**config.mk**
```make
export PLATFORM = sky130hd
export DESIGN_NAME = mod_reduce
export DESIGN_NICKNAME = d
export VERILOG_FILES = /design/src/rtl/mod_reduce.sv
export SDC_FILE = /design/constraint.sdc
export NUM_CORES = 1
export LEC_CHECK = 0
export CAP_MARGIN = 20
export CORE_ASPECT_RATIO = 1.4
export CORE_MARGIN = 4
export CORE_UTILIZATION = 35
export DETAILED_ROUTE_END_ITERATION = 10
export PLACE_DENSITY = 0.58
export SKIP_CTS_REPAIR_TIMING = 1
export SYNTH_ARGS = -nofsm -noshare
export SYNTH_HDL_FRONTEND = slang
export SYNTH_SLANG_ARGS = --single-unit
```
**constraint.sdc**
```tcl
create_clock -name clk -period 3.2 [get_ports clk]
set_clock_uncertainty 0.05 [all_clocks]
set_input_delay 0.64 -clock clk [delete_from_list [all_inputs] [get_ports clk]]
set_output_delay 0.64 -clock clk [all_outputs]
set_load 0.02 [all_outputs]
```
**src/rtl/mod_reduce.sv**
```systemverilog
// mod_reduce: serial restoring reduction of a DIVIDEND_W-bit value modulo a
// MOD_W-bit modulus, one dividend bit per clock, MSB first.
module mod_reduce #(
    parameter int unsigned DIVIDEND_W = 64,
    parameter int unsigned MOD_W      = 32
) (
    input  logic                  clk,
    input  logic                  rst,
    input  logic                  start,
    input  logic [DIVIDEND_W-1:0] dividend,
    input  logic [MOD_W-1:0]      modulus,
    output logic [MOD_W-1:0]      remainder,
    output logic                  done,
    output logic                  busy,
    output logic                  err
);

    // Counter must reach DIVIDEND_W-1; partial remainder carries one guard bit.
    localparam int unsigned CNT_W = $clog2(DIVIDEND_W + 1);
    localparam int unsigned R_W   = MOD_W + 1;

    typedef enum logic {
        IDLE = 1'b0,
        CALC = 1'b1
    } state_e;

    state_e                state_q, state_d;
    logic [DIVIDEND_W-1:0] div_q, div_d;
    logic [MOD_W-1:0]      mod_q, mod_d;
    logic [R_W-1:0]        r_q, r_d;
    logic [CNT_W-1:0]      cnt_q, cnt_d;
    logic [MOD_W-1:0]      rem_q, rem_d;
    logic                  done_q, done_d;
    logic                  busy_q, busy_d;
    logic                  err_q, err_d;

    // One restoring step: shift in next dividend bit, subtract modulus if it fits.
    logic [R_W:0] shift_c;
    logic [R_W:0] step_c;

    always_comb begin
        shift_c = {r_q, div_q[DIVIDEND_W-1]};
        if (shift_c >= {2'b00, mod_q}) begin
            step_c = shift_c - {2'b00, mod_q};
        end else begin
            step_c = shift_c;
        end
    end

    // Next-state and output logic for the IDLE/CALC controller.
    always_comb begin
        state_d = state_q;
        div_d   = div_q;
        mod_d   = mod_q;
        r_d     = r_q;
        cnt_d   = cnt_q;
        rem_d   = rem_q;
        done_d  = 1'b0;
        busy_d  = busy_q;
        err_d   = err_q;

        unique case (state_q)
            IDLE: begin
                if (start) begin
                    div_d = dividend;
                    mod_d = modulus;
                    r_d   = '0;
                    cnt_d = '0;
                    err_d = 1'b0;
                    if (modulus == '0) begin
                        // Division by zero: report immediately without entering CALC.
                        done_d = 1'b1;
                        err_d  = 1'b1;
                        rem_d  = '0;
                    end else begin
                        busy_d  = 1'b1;
                        state_d = CALC;
                    end
                end
            end
            CALC: begin
                r_d   = R_W'(step_c);
                div_d = {div_q[DIVIDEND_W-2:0], 1'b0};
                cnt_d = cnt_q + CNT_W'(1);
                if (cnt_q == CNT_W'(DIVIDEND_W - 1)) begin
                    rem_d   = MOD_W'(step_c);
                    done_d  = 1'b1;
                    busy_d  = 1'b0;
                    state_d = IDLE;
                end
            end
            default: state_d = IDLE;
        endcase
    end

    // State register with synchronous active-low reset.
    always_ff @(posedge clk) begin
        if (!rst) begin
            state_q <= IDLE;
            div_q   <= '0;
            mod_q   <= '0;
            r_q     <= '0;
            cnt_q   <= '0;
            rem_q   <= '0;
            done_q  <= 1'b0;
            busy_q  <= 1'b0;
            err_q   <= 1'b0;
        end else begin
            state_q <= state_d;
            div_q   <= div_d;
            mod_q   <= mod_d;
            r_q     <= r_d;
            cnt_q   <= cnt_d;
            rem_q   <= rem_d;
            done_q  <= done_d;
            busy_q  <= busy_d;
            err_q   <= err_d;
        end
    end

    assign remainder = rem_q;
    assign done      = done_q;
    assign busy      = busy_q;
    assign err       = err_q;

endmodule

```
* Yosys cells after proc, flatten, opt, wreduce, memory -nomap -nowiden
Index checks and enable logic that the tools add are counted.
** Cells by class
- Add/subtract/negate cells :: 2
- Magnitude comparators :: 1
- Equality and inequality tests :: 5
- Muxes and demuxes :: 23
- Bitwise logic cells :: 1
- Reduce and logical (&&, ||, !) cells :: 4
** Operators by type and width (count)
- $pmux W64 S2 :: 1
- $mux W32 :: 3
- $mux W33 :: 2
- $pmux W33 S2 :: 1
- $mux W64 :: 1
- $pmux W32 S2 :: 1
- $ge A34 B32 Y1 :: 1
- $sub A33 B32 Y33 :: 1
- $logic_not A32 Y1 :: 1
- $pmux W7 S2 :: 1
- $mux W1 :: 9
- $add A7 B1 Y7 const B :: 1
- $eq A7 B6 Y1 const B :: 1
- $mux W7 :: 1
- $ne A2 B2 Y1 const B :: 3
- $pmux W1 S2 :: 3
- $reduce_and A3 Y1 :: 2
- $ne A2 B1 Y1 const B :: 1
- $reduce_and A2 Y1 :: 1
- $not A1 Y1 :: 1
** Word-level totals
- Bits in registers :: 172

* Longest topological paths before layout
- Word-level depth :: 4
- Gate-level depth with buffers :: 12
- Mapped depth without buffers :: 11

* Least setup slack after synthesis
No wires, ideal clock.
- Path type :: register -> register
- Start point :: register mod_q[19]
- End point :: register rem_q[20] (netlist: remainder[20])
- Setup time :: 0.126 ns
- Data arrival time :: 2.724 ns
- Required time :: 3.024 ns
- Path slack :: 0.300 ns
- Stages on the path, launching flop included :: 12
- Path buffers :: 1
- Period minus slack after synthesis :: 2.900 ns
- Cell sequence :: dfxtp_1 > inv_1 > ha_1 > nand4_1 > or4_1 > or4_4 > nand2_4 > a211oi_2 > nor2_4 > buf_4 > mux2i_1 > o21ai_1
** Between the ends
- Word-level cells in the longest chain between the ends :: 4
** RTL lines
- start, declared :: RTL line 29 : logic [MOD_W-1:0] mod_q, mod_d;
- start signal, assigned :: RTL line 111 : mod_q <= mod_d;
- $sub A33 B32 Y33 or $ge A34 B32 Y1 (tied branches) :: RTL line 44, 43
- $mux W33 (*) :: RTL line 43 : if (shift_c >= {2'b00, mod_q}) begin
- $mux W32 (*) :: RTL line 85 : if (cnt_q == CNT_W'(DIVIDEND_W - 1)) begin
- $pmux W32 S2 (*) :: RTL line 62 : unique case (state_q)
- end signal, assigned :: RTL line 114 : rem_q <= rem_d;
- end, declared :: RTL line 32 : logic [MOD_W-1:0] rem_q, rem_d;
Mark *: on every way between the ends. The rest lies on a longest branch, timed or not. The select of a mux whose other input is x is not followed.
A chain may end at the register's enable or synchronous reset.

* Worst setup path after layout
- Start point :: register r_q[18]
- End point :: register rem_q[15] (netlist: remainder[15])
** Between the ends
- Word-level cells in the longest chain between the ends :: 4
** RTL lines
- start, declared :: RTL line 30 : logic [R_W-1:0] r_q, r_d;
- start signal, assigned :: RTL line 112 : r_q <= r_d;
- $ge A34 B32 Y1 :: RTL line 43
- $mux W33 :: RTL line 43
- $mux W32 :: RTL line 85
- $pmux W32 S2 :: RTL line 62
Every way passes these cells. The select of a mux whose other input is x is not followed.

==> flow_summary.yaml <==
outcome:
  status: "finished clean"
power_and_ir_drop:
  power.leakage_nw: 5.317
  power.share.switching: 0.3548
  powerDensity_nw_per_um2: 595.3
  power.share.clock: 0.274
  ir_drop_mv: 0.4714
  p_int_mw: 4.578
  power_frac_seq: 0.337
  power_switching_mw: 2.518
  p_comb_frac: 0.390
yosys:
  synth_edf_count: 0
  synth.top_cell.area_share: 0.3743
  syn-num-nets: 1215
  async_flop_share: 0
  ys_warn_count: 0
  yosys-top-cells-count: "nand2_1, dfxtp_1, mux2i_1"
  yosysSeqAreaShare: 0.3743
  synth_top_family_by_area: "compound AO/OA/AOI/OAI gates"
  synthXorXnorAreaFrac: 0.02190
  netlist_instances: 1082
  syn_area_sq_um: 9199
  synthAdderAreaFrac: 0.04706
  synth.ff_latch_count: 172
  synthMuxAreaShare: 0.08936
  synthSimpleGateAreaFrac: 0.1783
  synth_area_leaders: "dfxtp_1, mux2i_1, nand2_1, o211a_1, ha_1"
  synth-main-ff-cell: "dfxtp_1"
  yosysTopAreaCell: "dfxtp_1"
  synth_cell_types: 71
  avgSynthCellArea_sq_um: 8.502
  synth_most_common_cell: "nand2_1"
  synth_compound_area_frac: 0.2425
timing:
  finalSetupViolations: 0
  min_period_ps: 3126
  fmax_mhz: 319.9
  setup_tns_ps: 0
  worstMarginPinSlew_ps: 771.9
  rsz0062_at_grt: "false"
  slew_headroom: 0.4854
  hold_viol: 0
  slew_violations: 0
  finalCritPeriodShare: 0.9769
route:
  drtIter0Drc: 369
  ant_nets: 0
  num_vias: 8343
  wl_per_cell_um: 18.03
  firstDrtPassIters: 5
  viasPerCell: 5.355
  drt_wl_total_mm: 28.10
  drcViolationCount: 0
global_routing:
  antenna_found_initial: 0
  grt_pass1_vias: 8486
  grt-ovfl-total: 0
  grt_pass1_wl_mm: 44.01
  track_usage: 0.1908
  grt_max_degree: 78
place:
  gp_congestion: 0.9303
  port_buffers: 133
  hpwl_mm: 21.27
flow_run:
  drv_cap: 0
cts:
  clk_pin_slew_worst_paths_ps: 70
  clkSinkCount: 172
  numCtsBuffers: 17
  cts_root_buffer: "clkbuf_16"
  cts_tree: "built"
  clkLatencyLatePin_ps: 450
  h-tree-depth: 4
  cts_buffer_depth: 2
floorplanning:
  die_x_um: 145.0
  pin_count: 134
  rows: 69
  initial_core_util: 0.3588
  core_area_sq_um: 25640
  floorplan.die.height_um: 199.8
  die-area_sq_um: 28980
worst_setup_path:
  crit_arrival_ps: 3390
  cp.required_ps: 3460
  cp-end-kind: "register"
  path_class: "register to register"
  start_kind: "register"
  critical_path.max_fanout: 9
finish:
  final_nets: 1361
  drive_gt1_frac: 0.1138
  fin_util: 0.4648
  area_growth_pct: 29.57
  n_antenna_cell: 0
hold_path:
  hp-class: "register to register"
## final timing paths
kind                            cells after the start  slack [ps]          from             to
worst min-delay path                                2         390  remainder[6]   remainder[6]
worst max register to register                     10          70       r_q[18]  remainder[15]
worst min register to register                      2         390  remainder[6]   remainder[6]
worst max-delay path                               10          70       r_q[18]  remainder[15]
## layer usage
layer  share of wire  up-vias  global-route usage
met5               0        -                   0
met4           0.032        0             0.08239
met3           0.055       44             0.05081
met2            0.52      186              0.3592
met1            0.39     3936              0.2018
li1                -     4177                   -
## cell type report
type	instances	area [sq um]
inverters	37	140.1
fillers	2535	13720
flip-flops and latches	172	3448
repair buffers	197	1861
clock inverters	9	66.31
clock buffers	21	470.5
well taps	319	399.1
multi-input cells	803	5534
## power by group through the flow
stage / combinational (mW) / clock (mW) / sequential, mW
after floorplan: 1.67 / 0 / 2.40
after global placement: 2.46 / 0 / 2.43
after detailed placement: 2.48 / 0 / 2.43
after CTS: 2.49 / 1.99 / 2.38
after global routing: 3.03 / 2.08 / 2.40
final: 2.76 / 1.94 / 2.39
## flip-flops by register name (all words and copies together), names as in the netlist
signal     flops
busy           1
cnt_q          7
div_q         64
done           1
err            1
mod_q         32
r_q           33
remainder     32
state_q        1
## cells in the final DEF, fill, tap and decap left out, types with 27 or more instances in the layout
master,count
nand2_1,212
inv_1,36
dfxtp_1,168
o211a_1,63
mux2i_1,68
o21ai_1,48
a21boi_0,37
nor2_1,29
ha_1,28
clkdlybuf4s50_1,131
buf_4,61
o21ai_0,27
a21oi_1,38
## kinds of logic after synthesis
kind of cell | count (synthesis)
multiplexers | 82
AND/OR/NAND/NOR | 358
AO/OA/AOI/OAI | 306
XOR/XNOR | 23
flip-flops | 172
adder cells (fa/ha/maj) | 34
buffers and inverters | 107
## through the flow
step | cell area (sq um) | power (mW) | hold slack, ps | std cells | setup slack, ps
floorplan | 9199 | 4.066 | 388.5 | 1082 | 299.6
global placement | 11140 | 4.890 | 387.8 | 1527 | -30.13
detailed placement | 11140 | 4.904 | 390.9 | 1527 | -61.50
CTS | 11670 | 6.865 | 399.7 | 1557 | -5.459
global route | 11920 | 7.505 | 422.8 | 1558 | 3.954
finish | 11920 | 7.096 | 393.9 | 1558 | 73.94
## worst max-delay path, stage by stage, from the launching register on
cell and delay [ps]:
dfxtp_1 370, ha_4 290, nand4_1 170, or4_4 590
or4_4 450, nand2_4 130, a21oi_4 80, nor2_4 310
buf_8 200, mux2i_4 250, o21ai_1 80
(Power assumes the default switching activity.)
